$ cat src/rtl/music_pkg.sv
// music_pkg
//   Definitions shared by the score sequencer, its note timer and the
//   external beat decoder:
//   - sequencer state encoding
//   - note-word field positions: [15:12] beat code, [11:8] reserved,
//     [7:0] pitch code
//   - end-of-score marker
//   - beat code constants, whole note through sixty-fourth note
//   - helpers that extract the beat and pitch fields from a note word
package music_pkg;

  localparam int NOTE_W  = 16;
  localparam int TIMER_W = 28;

  localparam int BEAT_MSB  = 15;
  localparam int BEAT_LSB  = 12;
  localparam int PITCH_MSB = 7;
  localparam int PITCH_LSB = 0;

  localparam logic [NOTE_W-1:0] END_WORD = 16'hFFFF;

  // Beat codes understood by the beat decoder. Codes above 6 are illegal,
  // and the decoder reports a zero duration for them.
  localparam logic [3:0] BEAT_WHOLE        = 4'd0;
  localparam logic [3:0] BEAT_HALF         = 4'd1;
  localparam logic [3:0] BEAT_QUARTER      = 4'd2;
  localparam logic [3:0] BEAT_EIGHTH       = 4'd3;
  localparam logic [3:0] BEAT_SIXTEENTH    = 4'd4;
  localparam logic [3:0] BEAT_THIRTYSECOND = 4'd5;
  localparam logic [3:0] BEAT_SIXTYFOURTH  = 4'd6;

  typedef enum logic [2:0] {
    ST_IDLE,
    ST_FETCH,
    ST_WAIT,
    ST_DECODE,
    ST_LOAD,
    ST_PLAY,
    ST_GAP
  } seq_state_e;

  function automatic logic [3:0] note_beat(input logic [NOTE_W-1:0] word);
    return word[BEAT_MSB:BEAT_LSB];
  endfunction

  function automatic logic [7:0] note_pitch(input logic [NOTE_W-1:0] word);
    return word[PITCH_MSB:PITCH_LSB];
  endfunction

endpackage

$ cat src/rtl/note_timer.sv
// note_timer
//   This is a loadable 28-bit down-counter that times both the sounding
//   part of a note and the muted gap that follows it.
//   Ports:
//     clk      - system clock
//     RSTn     - synchronous active-low reset, which clears the count
//     load     - load load_val on the next edge (takes priority over en)
//     load_val - value to load
//     en       - count down by one per cycle; the count stops at zero
//     zero     - high while the count is zero
module note_timer
  import music_pkg::*;
(
  input  logic               clk,
  input  logic               RSTn,
  input  logic               load,
  input  logic [TIMER_W-1:0] load_val,
  input  logic               en,
  output logic               zero
);

  logic [TIMER_W-1:0] count_q;
  logic [TIMER_W-1:0] count_d;

  // The count saturates at zero. The sequencer leaves PLAY/GAP on zero, so
  // it never relies on the count wrapping.
  always_comb begin
    count_d = count_q;
    if (load) begin
      count_d = load_val;
    end else if (en && (count_q != '0)) begin
      count_d = count_q - TIMER_W'(1);
    end
  end

  always_ff @(posedge clk) begin
    if (!RSTn) begin
      count_q <= '0;
    end else begin
      count_q <= count_d;
    end
  end

  assign zero = (count_q == '0);

endmodule

$ cat src/rtl/score_sequencer.sv
// score_sequencer
//   This block plays a stored melody. It steps through score memory one
//   note word at a time. For each note it:
//   - sends the beat code to the external beat decoder
//   - times the duration that the decoder returns
//   - drives the pitch to the tone generator
//   - then waits out a muted articulation gap before it fetches the next
//     note
//   Ports:
//     clk, RSTn          - clock and synchronous active-low reset
//     start / stop       - one-cycle control pulses; stop has priority
//     pause              - level; freezes PLAY/GAP timing and mutes the tone
//     loop_en            - level; at the end marker, restart at base_addr
//     base_addr          - first note address, latched on start
//     mem_addr, mem_rd   - score memory read port; data arrives 1 cycle later
//     mem_rdata          - note word from score memory
//     beat               - registered beat code to the beat decoder
//     beat_cnt_parameter - decoded note duration in cycles (0 = illegal)
//     pitch, tone_en     - tone generator interface
//     busy, done         - status: busy outside IDLE, done pulses when the
//                          score ends and looping is off
//     note_idx           - address of the note that is playing
module score_sequencer #(
  parameter int          ADDR_W     = 8,
  parameter logic [27:0] GAP_CYCLES = 28'd2500000,
  parameter logic [15:0] END_WORD   = music_pkg::END_WORD
) (
  input  logic              clk,
  input  logic              RSTn,
  input  logic              start,
  input  logic              stop,
  input  logic              pause,
  input  logic              loop_en,
  input  logic [ADDR_W-1:0] base_addr,
  output logic [ADDR_W-1:0] mem_addr,
  output logic              mem_rd,
  input  logic [15:0]       mem_rdata,
  output logic [3:0]        beat,
  input  logic [27:0]       beat_cnt_parameter,
  output logic [7:0]        pitch,
  output logic              tone_en,
  output logic              busy,
  output logic              done,
  output logic [ADDR_W-1:0] note_idx
);

  import music_pkg::*;

  seq_state_e        state_q, state_d;
  logic [ADDR_W-1:0] mem_addr_q, mem_addr_d;
  logic [ADDR_W-1:0] base_q, base_d;
  logic [ADDR_W-1:0] note_idx_q, note_idx_d;
  logic [15:0]       note_q, note_d;
  logic [3:0]        beat_q, beat_d;
  logic [7:0]        pitch_q, pitch_d;
  logic              tone_q, tone_d;
  logic              done_q, done_d;

  logic              timer_load;
  logic [27:0]       timer_val;
  logic              timer_en;
  logic              timer_zero;
  logic              timing_state;

  note_timer u_timer (
    .clk      (clk),
    .RSTn     (RSTn),
    .load     (timer_load),
    .load_val (timer_val),
    .en       (timer_en),
    .zero     (timer_zero)
  );

  assign timing_state = (state_q == ST_PLAY) || (state_q == ST_GAP);

  // State register: every flop in the sequencer.
  always_ff @(posedge clk) begin
    if (!RSTn) begin
      state_q    <= ST_IDLE;
      mem_addr_q <= '0;
      base_q     <= '0;
      note_idx_q <= '0;
      note_q     <= '0;
      beat_q     <= '0;
      pitch_q    <= '0;
      tone_q     <= 1'b0;
      done_q     <= 1'b0;
    end else begin
      state_q    <= state_d;
      mem_addr_q <= mem_addr_d;
      base_q     <= base_d;
      note_idx_q <= note_idx_d;
      note_q     <= note_d;
      beat_q     <= beat_d;
      pitch_q    <= pitch_d;
      tone_q     <= tone_d;
      done_q     <= done_d;
    end
  end

  // Next-state logic. stop overrides every state and silences the tone
  // without a done pulse. base_addr is latched at start so that a looping
  // score restarts where it began, even if base_addr changes later.
  always_comb begin
    state_d    = state_q;
    mem_addr_d = mem_addr_q;
    base_d     = base_q;
    note_idx_d = note_idx_q;
    note_d     = note_q;
    beat_d     = beat_q;
    pitch_d    = pitch_q;
    tone_d     = tone_q;
    done_d     = 1'b0;

    if (stop) begin
      state_d = ST_IDLE;
      pitch_d = '0;
      tone_d  = 1'b0;
    end else begin
      unique case (state_q)
        ST_IDLE: begin
          if (start) begin
            base_d     = base_addr;
            mem_addr_d = base_addr;
            state_d    = ST_FETCH;
          end
        end
        ST_FETCH: begin
          state_d = ST_WAIT;
        end
        ST_WAIT: begin
          note_d  = mem_rdata;
          state_d = ST_DECODE;
        end
        ST_DECODE: begin
          if (note_q == END_WORD) begin
            if (loop_en) begin
              mem_addr_d = base_q;
              state_d    = ST_FETCH;
            end else begin
              done_d  = 1'b1;
              state_d = ST_IDLE;
            end
          end else begin
            beat_d  = note_beat(note_q);
            state_d = ST_LOAD;
          end
        end
        ST_LOAD: begin
          // A zero duration marks an illegal beat code, so the note is skipped.
          if (beat_cnt_parameter == '0) begin
            mem_addr_d = mem_addr_q + ADDR_W'(1);
            state_d    = ST_FETCH;
          end else begin
            pitch_d    = note_pitch(note_q);
            note_idx_d = mem_addr_q;
            tone_d     = (note_pitch(note_q) != 8'h00);
            state_d    = ST_PLAY;
          end
        end
        ST_PLAY: begin
          if (!pause && timer_zero) begin
            tone_d  = 1'b0;
            pitch_d = '0;
            if (GAP_CYCLES != '0) begin
              state_d = ST_GAP;
            end else begin
              mem_addr_d = mem_addr_q + ADDR_W'(1);
              state_d    = ST_FETCH;
            end
          end
        end
        ST_GAP: begin
          if (!pause && timer_zero) begin
            mem_addr_d = mem_addr_q + ADDR_W'(1);
            state_d    = ST_FETCH;
          end
        end
        default: begin
          state_d = ST_IDLE;
        end
      endcase
    end
  end

  // Output logic and timer control. Each timer load is one less than the
  // number of cycles to time, because the final cycle is the one in which
  // the count reads zero.
  always_comb begin
    timer_load = 1'b0;
    timer_val  = '0;
    if (!stop && (state_q == ST_LOAD) && (beat_cnt_parameter != '0)) begin
      timer_load = 1'b1;
      timer_val  = beat_cnt_parameter - 28'd1;
    end else if (!stop && (state_q == ST_PLAY) && !pause && timer_zero &&
                 (GAP_CYCLES != '0)) begin
      timer_load = 1'b1;
      timer_val  = GAP_CYCLES - 28'd1;
    end
    timer_en = timing_state && !pause;
    mem_rd   = (state_q == ST_FETCH);
    busy     = (state_q != ST_IDLE);
    // pause mutes at once but keeps the pitch, so release resumes the note.
    tone_en  = tone_q && !(pause && timing_state);
  end

  assign mem_addr = mem_addr_q;
  assign beat     = beat_q;
  assign pitch    = pitch_q;
  assign done     = done_q;
  assign note_idx = note_idx_q;

endmodule

$ cat config.mk
export PLATFORM = sky130hd
export DESIGN_NAME = score_sequencer
export DESIGN_NICKNAME = d
export VERILOG_FILES = /design/src/rtl/music_pkg.sv /design/src/rtl/note_timer.sv /design/src/rtl/score_sequencer.sv
export SDC_FILE = /design/constraint.sdc
export NUM_CORES = 1
export LEC_CHECK = 0
export ABC_AREA = 1
export CAP_MARGIN = 20
export CORE_MARGIN = 1
export CORE_UTILIZATION = 39
export DETAILED_ROUTE_END_ITERATION = 12
export GPL_TIMING_DRIVEN = 0
export PLACE_DENSITY = 0.62
export SYNTH_ARGS = -nofsm -noshare
export SYNTH_HDL_FRONTEND = slang
export SYNTH_SLANG_ARGS = --single-unit
export TNS_END_PERCENT = 30
$ cat constraint.sdc
create_clock -name clk -period 2.2 [get_ports clk]
set_input_delay 0.44 -clock clk [delete_from_list [all_inputs] [get_ports clk]]
set_output_delay 0.44 -clock clk [all_outputs]
set_load 0.05 [all_outputs]
After elaboration in Yosys (flattened, before gate mapping)
Index checks and enable logic that the tools add are counted.
- add/subtract/negate cells: 3
- eq/ne operators: 14
- mux-type cells: 26
- bitwise logic cells: 5
- reduce and logical (&&, ||, !) cells: 33
- operator list (operator ; number):
    28-bit 2-to-1 mux ; 3
    28-bit logical NOT ; 2
    8-bit 2-to-1 mux ; 7
    28-bit nonzero test ; 2
    28-bit by 1-bit subtractor with 28-bit output (second input constant) ; 2
    8-bit case mux with 4 select lines ; 1
    22-bit 2-to-1 mux ; 1
    3-bit case mux with 7 select lines ; 1
    16-bit equality test (second input constant) ; 1
    8-bit case mux with 2 select lines ; 1
    3-bit 2-to-1 mux ; 5
    3-bit AND reduction ; 5
    1-bit logical AND ; 10
    2-bit != test (second input constant) ; 5
    3-bit equality test (second input constant) ; 3
    8-bit by 1-bit adder with 8-bit output (second input constant) ; 1
    8-bit nonzero test ; 1
    7-bit AND reduction ; 1
    3-bit by 2-bit equality test with 1-bit output (second input constant) ; 2
    1-bit 2-to-1 mux ; 6
    1-bit NOT ; 5
    2-bit by 1-bit != test with 1-bit output (second input constant) ; 2
    2-bit nonzero test ; 2
    4-bit nonzero test ; 1
    9 further kinds ; 11
- register bits after elaboration: 85
- input bits: 58
- output and inout port bits: 32
- word-level logic and storage cells: 91

Logic depth before layout (Yosys ltp)
Gate-level depths: netlist (run 1).
- word-level depth: 7
- mapped depth: 14
- depth with buffers taken out: 13

Cells and area by module
From an unflattened synthesis (run 1), not the netlist that was laid out.
- cell total of the unflattened synthesis: 955
- area total of the unflattened synthesis: 5656.7 sq um
- by module, submodules not included (module ; instances ; cells an instance ; area each (sq um) ; sequential area each (sq um)):
    score_sequencer ; 1 ; 567 ; 3490.8 ; 1141.1
    note_timer ; 1 ; 388 ; 2165.8 ; 560.5

Worst setup path before layout (run 1)
Ideal clock, no wire load.
- path kind: flip-flop to output port
- from: register state_q[0]
- to: output port tone_en
- arrival time: 1787 ps
- data required time: 1760 ps
- slack: -27 ps
- cell stages (with the launch flop): 5
- buffers on the path: 1
- path through: dfxtp_1 buf_4 nand3_2 nand2_1 a21boi_0
- longest elaborated chain between the ends: 5
- elaborated cells on any way between the ends: 6
- classes of those cells: eq/ne: 2; reduce/logical: 4
- ends and longest elaborated chain (what ; RTL line ; text):
    start, declared ; score_sequencer.sv:49 ; seq_state_e state_q, state_d;
    start signal, assigned ; score_sequencer.sv:89 ; state_q <= state_d;
    3-bit equality test ; score_sequencer.sv:74 ; assign timing_state = (state_q == ST_PLAY) || (state_q == ST_GAP);
    1-bit logical OR * ; score_sequencer.sv:74 ;
    1-bit logical AND * ; score_sequencer.sv:204 ; tone_en = tone_q && !(pause && timing_state);
    1-bit logical NOT * ; score_sequencer.sv:204 ;
    1-bit logical AND * ; score_sequencer.sv:204 ;
    end, declared ; score_sequencer.sv:41 ; output logic tone_en,
Mark *: on every way between the ends. The rest lies on a longest branch, timed or not.

Worst setup path after layout (run 1)
- from: register mem_addr_q[2], in the netlist mem_addr[2]
- to: output port mem_addr[2]
- RTL lines (what ; RTL line ; text):
    start, declared ; score_sequencer.sv:50 ; logic [ADDR_W-1:0] mem_addr_q, mem_addr_d;
    start signal, assigned ; score_sequencer.sv:90 ; mem_addr_q <= mem_addr_d;
    end, declared ; score_sequencer.sv:35 ; output logic [ADDR_W-1:0] mem_addr,
No word-level cell between the ends.

==> Implementation_results.wiki, run 1 <==
{| class="wikitable"
! Metric !! Value
|-
| Remaining routing DRC violations || 0
|-
| Total track usage || 24.4%
|-
| Worst slew slack as a fraction of its limit || 52.5%
|-
| Root buffer cell || clkbuf_16
|-
| Global-route wire length before repair || 27100 um
|-
| Overall power consumption || 3.71 mW
|-
| Nets || 1046
|-
| First-iteration detailed-routing DRC count || 427
|-
| Clock share of power || 45.3%
|-
| Core area || 0.0134 mm2
|-
| Router iterations before antenna repair || 5
|-
| Worst Clk Skew || 0.00983 ns
|-
| Fmax achieved || 469 MHz
|-
| Dominant combinational cell family by area after synthesis || simple AND/OR/NAND/NOR gates
|-
| Overall die width || 120 um
|-
| Clock latency reported for the late side of the worst-skew pair || 0.36 ns
|-
| Required time reported for the critical path endpoint || 1.76 ns
|-
| Cell Int Power || 2.76 mW
|-
| Post-Synth XOR/XNOR Area || 4.70%
|-
| Clock tree from TritonCTS || yes
|-
| Residual overflow from global routing || 0
|-
| Sequential Power Share || 42.9%
|-
| Post-detailed-route count of antenna-violating nets || 0
|-
| Net Sw Frac || 25.7%
|-
| Final cycle utilization of the critical path || 97.0%
|-
| Time the final worst path needs with I/O delays and setup || 2.13 ns
|-
| Relative area change from synthesis to final layout || 29.4%
|-
| Post-DR wirelength/cell || 14.7 um
|-
| Maximum Capacitance Violations || 0
|-
| Initial standard-cell utilization of the core || 40.4%
|-
| Buf/Inv on CP || 1
|-
| Count leader, synth || nor2_1
|-
| Number of enable flip-flop cells after synthesis || 0
|-
| Comb pwr share || 11.8%
|-
| CTS clock-pin slew for the worst setup and hold paths || 0.07 ns
|-
| Post-synth net total || 938
|-
| Adder and majority gate portion of the synthesized area || 1.16%
|-
| Result of the run || finished clean
|-
| Primary FF master, synth || dfxtp_1
|-
| Leading area contributor after synthesis || dfxtp_1
|-
| Largest delay contributor family on the critical path || buffers and inverters
|-
| Post-DR vias/cell || 5.00
|-
| RSZ-0062 raised after global routing || yes
|-
| Post-Synth Simple-Gate Area || 39.6%
|-
| Endpoint class of the critical path || output pin
|-
| I/O pin count || 90
|-
| Fraction of post-synthesis cell area in the top cell type by area || 31.5%
|-
| Clock net sink count || 85
|-
| Worst Path Max Fanout || 7
|-
| Share of final-layout standard cells stronger than drive strength 1 || 9.72%
|-
| Chip height || 120 um
|-
| Worst endpoint data arrival time || 1.69 ns
|-
| Via count || 5823
|-
| HPWL after detailed placement || 13300 um
|-
| Compound-gate portion of the synthesized area || 15.0%
|-
| Cell total after placement || 1139
|-
| Cell chain of the critical path || clkdlybuf4s50_1
|-
| Share of flip-flops with an asynchronous set or reset || 0%
|-
| Yosys cell types || 42
|-
| Yosys warning count || 0
|-
| Worst ir drop on vdd || 0.402 mV
|-
| Synth Instances || 875
|-
| Setup slack of the critical path after layout || 0.0670 ns
|-
| Final-report setup violation count || 0
|-
| Count of buffers inserted at the top-level ports || 88
|-
| Final non-filler cell total || 1164
|-
| Worst min-delay path class || reg -> reg
|-
| Slowest stage cell on the critical path || clkdlybuf4s50_1
|-
| Leakage Power || 3.06 nW
|-
| Setup crit start kind || flop
|-
| H-tree levels || 3
|-
| Vias in the first global route || 5309
|-
| Antenna diode instance count || 0
|-
| Post-Place Worst Slack || -0.570 ns
|-
| Total Die Area || 0.0143 mm2
|-
| Reported net switching power || 0.956 mW
|-
| Mean instance size in the synthesized netlist || 6.18 um2
|-
| CP peak stage delay || 0.86 ns
|-
| Gpl congestion || 0.955
|-
| Slew of the pin with the lowest slew margin || 0.712 ns
|-
| Count of state elements after synthesis || 85
|-
| Pin count of the biggest net entering global routing || 16
|-
| List of most frequent post-synthesis cells || 203 x nor2_1, 186 x nand2_1, 85 x dfxtp_1
|-
| Clock Path Buffers || 2
|-
| Floorplan row count || 42
|-
| Fraction of the core area covered by cells at the end of the flow || 52.2%
|-
| Initial antenna violation count || 0
|-
| Total detailed-routing wirelength || 17100 um
|-
| Fill cell count || 1364
|-
| Number of max-slew violations in the final report || 0
|-
| Class of the most critical setup path || reg -> out
|-
| Most area-consuming cells after synthesis || dfxtp_1 31%, nor2_1 14%, nand2_1 13%
|-
| Hold-fix buffers at CTS || 0
|-
| Share of the yosys chip area belonging to registers || 31.5%
|-
| Power Density || 530 mW/mm2
|-
| Proportion of synthesized area in mux cells || 0%
|-
| Mapped Area || 0.00541 mm2
|-
| TritonCTS Buffers || 9
|-
| Endpoints failing hold || 0
|}
==> cells in the final DEF (no fill, tap or decap), types with 9 or more instances in the layout <==
cell / n
nand2_1: 183
a21oi_1: 46
clkbuf_16: 9
nor2_2: 26
buf_4: 12
nor2_1: 195
xnor2_1: 13
o21ai_0: 77
clkbuf_1: 11
a21oi_2: 9
dfxtp_1: 85
nand3_1: 64
clkdlybuf4s50_1: 78
inv_1: 73
xor2_1: 16
==> sequential cells by signal (all words and copies together) (netlist names) <==
| register | flops |
|---|---|
| base_q | 8 |
| beat | 4 |
| done | 1 |
| mem_addr | 8 |
| note_idx | 8 |
| note_q | 16 |
| pitch | 8 |
| state_q | 3 |
| tone_q | 1 |
| u_timer.count_q | 28 |
==> layout make-up <==
class / count / area (um2) / area share, %
clock inverters: 7 / 97.6 / 1.39
inverters: 78 / 298 / 4.26
repair buffers: 97 / 971 / 13.9
plain buffers: 25 / 153 / 2.18
well taps: 176 / 220 / 3.15
multi-input cells: 687 / 3330 / 47.6
flip-flops and latches: 85 / 1700 / 24.3
clock buffers: 9 / 225 / 3.22
==> layer usage <==
metal  routed length, um  global-route usage (%)  part of all wire (%)
met1                7860                    31.1                    46
met2                8070                    40.4                    47
met3                 882                    5.32                   5.1
met4                 318                    8.44                   1.9
met5                   0                       0                     0
==> repair_timing <==
item | in CTS | in global routing
gates resized for setup | 16 | 25
gates cloned | 0 | 0
buffers inserted | 1 | 8
endpoints found under the setup margin | 51 | 49
pin swaps | 1 | 6
==> power groups by stage <==
stage / registers (mW) / logic (mW) / clock network [mW]
floorplan: 1.66 / 0.178 / 0
global placement: 1.63 / 0.426 / 0
detailed placement: 1.63 / 0.428 / 0
CTS: 1.59 / 0.429 / 1.70
global route: 1.60 / 0.480 / 1.76
finish: 1.59 / 0.438 / 1.68
==> worst paths after layout <==
check / startpoint / end / slack (ns) / depth (start not counted)
max: mem_addr[2]$_SDFFE_PN0P_ / mem_addr[2] / 0.07 / 1
min: base_q[6]$_SDFFE_PN0P_ / base_q[6]$_SDFFE_PN0P_ / 0.45 / 2
max reg2reg: state_q[2]$_SDFFE_PP0P_ / u_timer.count_q[17]$_SDFFE_PN0P_ / 0.18 / 13
min reg2reg: base_q[6]$_SDFFE_PN0P_ / base_q[6]$_SDFFE_PN0P_ / 0.45 / 2
==> per-stage QoR <==
stage / hold WS [ns] / area (um2) / setup TNS, ns
final: 0.447 / 7000 / 0
after global routing: 0.463 / 7000 / -0.0166
after CTS: 0.452 / 6860 / -0.0110
after detailed placement: 0.442 / 6510 / -23.17
after global placement: 0.439 / 6510 / -22.24
after floorplan: 0.425 / 5410 / 0
==> cells by family after synthesis <==
family	count (synthesis)
DFF	85
adders and majority gates	5
AOI/OAI and AO/OA	148
and+or+nand+nor	505
xor gates and xnor gates	29
buffers and inverters	103
Note: power is estimated with default switching activity, not from simulation.
==> inputs of run 2 (changes only) <==
--- a/config.mk
+++ b/config.mk
@@ -7,11 +7,10 @@
 export LEC_CHECK = 0
 export ABC_AREA = 1
 export CAP_MARGIN = 20
-export CORE_MARGIN = 1
-export CORE_UTILIZATION = 39
+export CORE_UTILIZATION = 54
 export DETAILED_ROUTE_END_ITERATION = 12
 export GPL_TIMING_DRIVEN = 0
-export PLACE_DENSITY = 0.62
+export PLACE_DENSITY = 0.81
 export SYNTH_ARGS = -nofsm -noshare
 export SYNTH_HDL_FRONTEND = slang
 export SYNTH_SLANG_ARGS = --single-unit
==> constraint.sdc (replaced) <==
create_clock -name clk -period 2.2 [get_ports clk]
set_input_delay 0.55 -clock clk [delete_from_list [all_inputs] [get_ports clk]]
set_output_delay 0.55 -clock clk [all_outputs]
set_load 0.05 [all_outputs]
==> Implementation_results.wiki, run 2 (synthesized netlist as in run 1, its figures left out) <==
{| class="wikitable"
! Metric !! Value
|-
| R2R Path Start || state_q[0]$_SDFFE_PP0P_
|-
| CTS clock-pin slew for the worst setup and hold paths || 0.09 ns
|-
| Net Sw Frac || 29.5%
|-
| Setup slack of the critical path after layout || 0.0574 ns
|-
| Count of buffers inserted at the top-level ports || 88
|-
| Residual overflow from global routing || 0
|-
| Hold Path Stages || 2
|-
| Sequential Power Share || 51.6%
|-
| Endpoint class of the critical path || flop
|-
| I/O pin count || 90
|-
| Register area || 0.00170 mm2
|-
| Total track usage || 33.0%
|-
| Initial antenna violation count || 1
|-
| Time the final worst path needs with I/O delays and setup || 2.14 ns
|-
| Initial standard-cell utilization of the core || 55.6%
|-
| Slew of the pin with the lowest slew margin || 0.653 ns
|-
| TritonCTS Buffers || 9
|-
| Leading cell types in the layout, fill and taps excluded || 189 x nor2_1, 181 x nand2_1, 85 x dfxtp_1
|-
| HPWL after detailed placement || 12300 um
|-
| Final-report setup violation count || 0
|-
| Via count || 6009
|-
| Endpoints failing hold || 0
|-
| Worst hold-check slack || 0.453 ns
|-
| Worst Path Max Fanout || 10
|-
| Nets || 1057
|-
| Leading registers by flop count || u_timer.count_q x28, note_q x16
|-
| Maximum Capacitance Violations || 0
|-
| R2r worst-path depth || 10
|-
| Leading cell type in the layout, fill and taps excluded || nor2_1
|-
| Reported net switching power || 0.911 mW
|-
| Setup crit start kind || input pin
|-
| Worst Clk Skew || 0.0112 ns
|-
| Clock net sink count || 85
|-
| Aggregate negative setup slack || 0 ns
|-
| Reg2reg setup slack || 0.10 ns
|-
| Leakage Power || 3.14 nW
|-
| Global-route wire length before repair || 26500 um
|-
| Worst ir drop on vdd || 0.370 mV
|-
| Clock Path Buffers || 2
|-
| Clock tree from TritonCTS || yes
|-
| Total detailed-routing wirelength || 16300 um
|-
| Total placed instance area || 0.00646 mm2
|-
| Power Density || 447 mW/mm2
|-
| Clock latency reported for the late side of the worst-skew pair || 0.37 ns
|-
| Worst min-delay path class || reg -> reg
|-
| Root buffer cell || clkbuf_8
|-
| Total Die Area || 0.0104 mm2
|-
| Post-DR vias/cell || 5.30
|-
| Critical R2R Capture || u_timer.count_q[1]$_SDFFE_PN0P_
|-
| Worst slew slack as a fraction of its limit || 56.5%
|-
| Cell total after placement || 1096
|-
| Router iterations before antenna repair || 9
|-
| Core area || 0.00973 mm2
|-
| Fill cell count || 890
|-
| Remaining routing DRC violations || 0
|-
| Number of max-slew violations in the final report || 0
|-
| Floorplan row count || 36
|-
| Class of the most critical setup path || in -> reg
|-
| Final cycle utilization of the critical path || 97.4%
|-
| Fmax achieved || 467 MHz
|-
| Share of final-layout standard cells stronger than drive strength 1 || 11.9%
|-
| Area of the multi-input gates || 0.00337 mm2
|-
| Post-DR wirelength/cell || 14.4 um
|-
| Result of the run || finished clean
|-
| Cell Int Power || 2.17 mW
|-
| Cell area after layout || 0.00690 mm2
|-
| Chip height || 102 um
|-
| Reg with most FFs || u_timer.count_q
|-
| Required time reported for the critical path endpoint || 2.51 ns
|-
| Worst min-delay path startpoint || base_q[6]$_SDFFE_PN0P_
|-
| Gpl congestion || 0.991
|-
| Comb pwr share || 14.4%
|-
| H-tree levels || 3
|-
| First-iteration detailed-routing DRC count || 440
|-
| Overall die width || 102 um
|-
| RSZ-0062 raised after global routing || yes
|-
| Clock share of power || 34.0%
|-
| Vias in the first global route || 5523
|-
| Post-detailed-route count of antenna-violating nets || 0
|-
| Pin count of the biggest net entering global routing || 16
|-
| Relative area change from synthesis to final layout || 27.6%
|-
| Worst Hold End || base_q[6]$_SDFFE_PN0P_
|-
| Final non-filler cell total || 1133
|-
| Number of flip-flops in the largest register || 28
|-
| Post-Place Worst Slack || -0.663 ns
|-
| Worst endpoint data arrival time || 2.45 ns
|}
## run 2: changes by cell type in the layout (fill, tap and decap cells not counted), moves of 6 or more
cell             before  now
clkdlybuf4s50_1      78   53
dlygate4sd2_1         2   18
buf_4                12   21
clkbuf_16             9    0
clkbuf_8              0    9
dlymetal6s2s_1        7   14
nor2_1              195  189
## run 2: power groups by stage
stage          Combinational, mW  Sequential, mW  Clock [mW]
5_1_grt                    0.488            1.59        1.13
2_1_floorplan              0.178            1.66           0
3_3_place_gp               0.419            1.63           0
4_1_cts                    0.429            1.59        1.05
6_report                   0.445            1.59        1.05
3_5_place_dp               0.422            1.63           0
## run 2: per-stage QoR
step	power, mW	util (%)
global placement	2.04	66.4
CTS	3.07	69.5
global route	3.21	70.9
finish	3.08	71.0
floorplan	1.84	-
detailed placement	2.05	66.4
## run 2: per-layer routing
metal	up-vias	share of wire [%]	GRT usage, %
li1	3052	-	-
met4	2	1.9	8.35
met1	2686	44	44.9
met3	32	9.8	8.14
met2	237	44	52.5
met5	-	0.018	0
## run 2: layout make-up
cell class | instances | area share [%]
diodes | 1 | 0.0362
plain buffers | 25 | 2.23
clock buffers | 10 | 1.85
clock inverters | 6 | 0.671
inverters | 78 | 4.31
multi-input cells | 687 | 48.9
flip-flops and latches | 85 | 24.6
well taps | 133 | 2.41
repair buffers | 108 | 15.0
## run 2: how the worst max path moves through the flow
stage / slack [ns] / endpoint / start
after global routing: -0.02 / u_timer.count_q[26]$_SDFFE_PN0P_ / beat_cnt_parameter[17]
after floorplan: 0.25 / tone_en / state_q[0]$_SDFFE_PP0P_
after detailed placement: -0.66 / u_timer.count_q[24]$_SDFFE_PN0P_ / beat_cnt_parameter[0]
final: 0.06 / u_timer.count_q[4]$_SDFFE_PN0P_ / beat_cnt_parameter[9]
after CTS: -0.09 / tone_en / state_q[2]$_SDFFE_PP0P_
after global placement: -0.67 / u_timer.count_q[26]$_SDFFE_PN0P_ / beat_cnt_parameter[0]
## run 2: critical path, stage by stage
cell and delay [ns]:
dlygate4sd2_1 0.28, nor2_2 0.18, nand2_1 0.09, nor2_2 0.14, nand2_1 0.11, o21ai_4 0.32, inv_4 0.12, clkbuf_4 0.23
o21ai_1 0.23, a21oi_2 0.10, nor2_2 0.08
## run 2: repair_timing
| item | 4_1_cts | 5_1_grt |
|---|---|---|
| pin swaps | 8 | 13 |
| hold buffers | 0 | 0 |
| endpoints found under the setup margin | 59 | 55 |
| setup buffers | 15 | 5 |
| resized for setup | 37 | 53 |
| endpoints found under the hold margin | 0 | 0 |
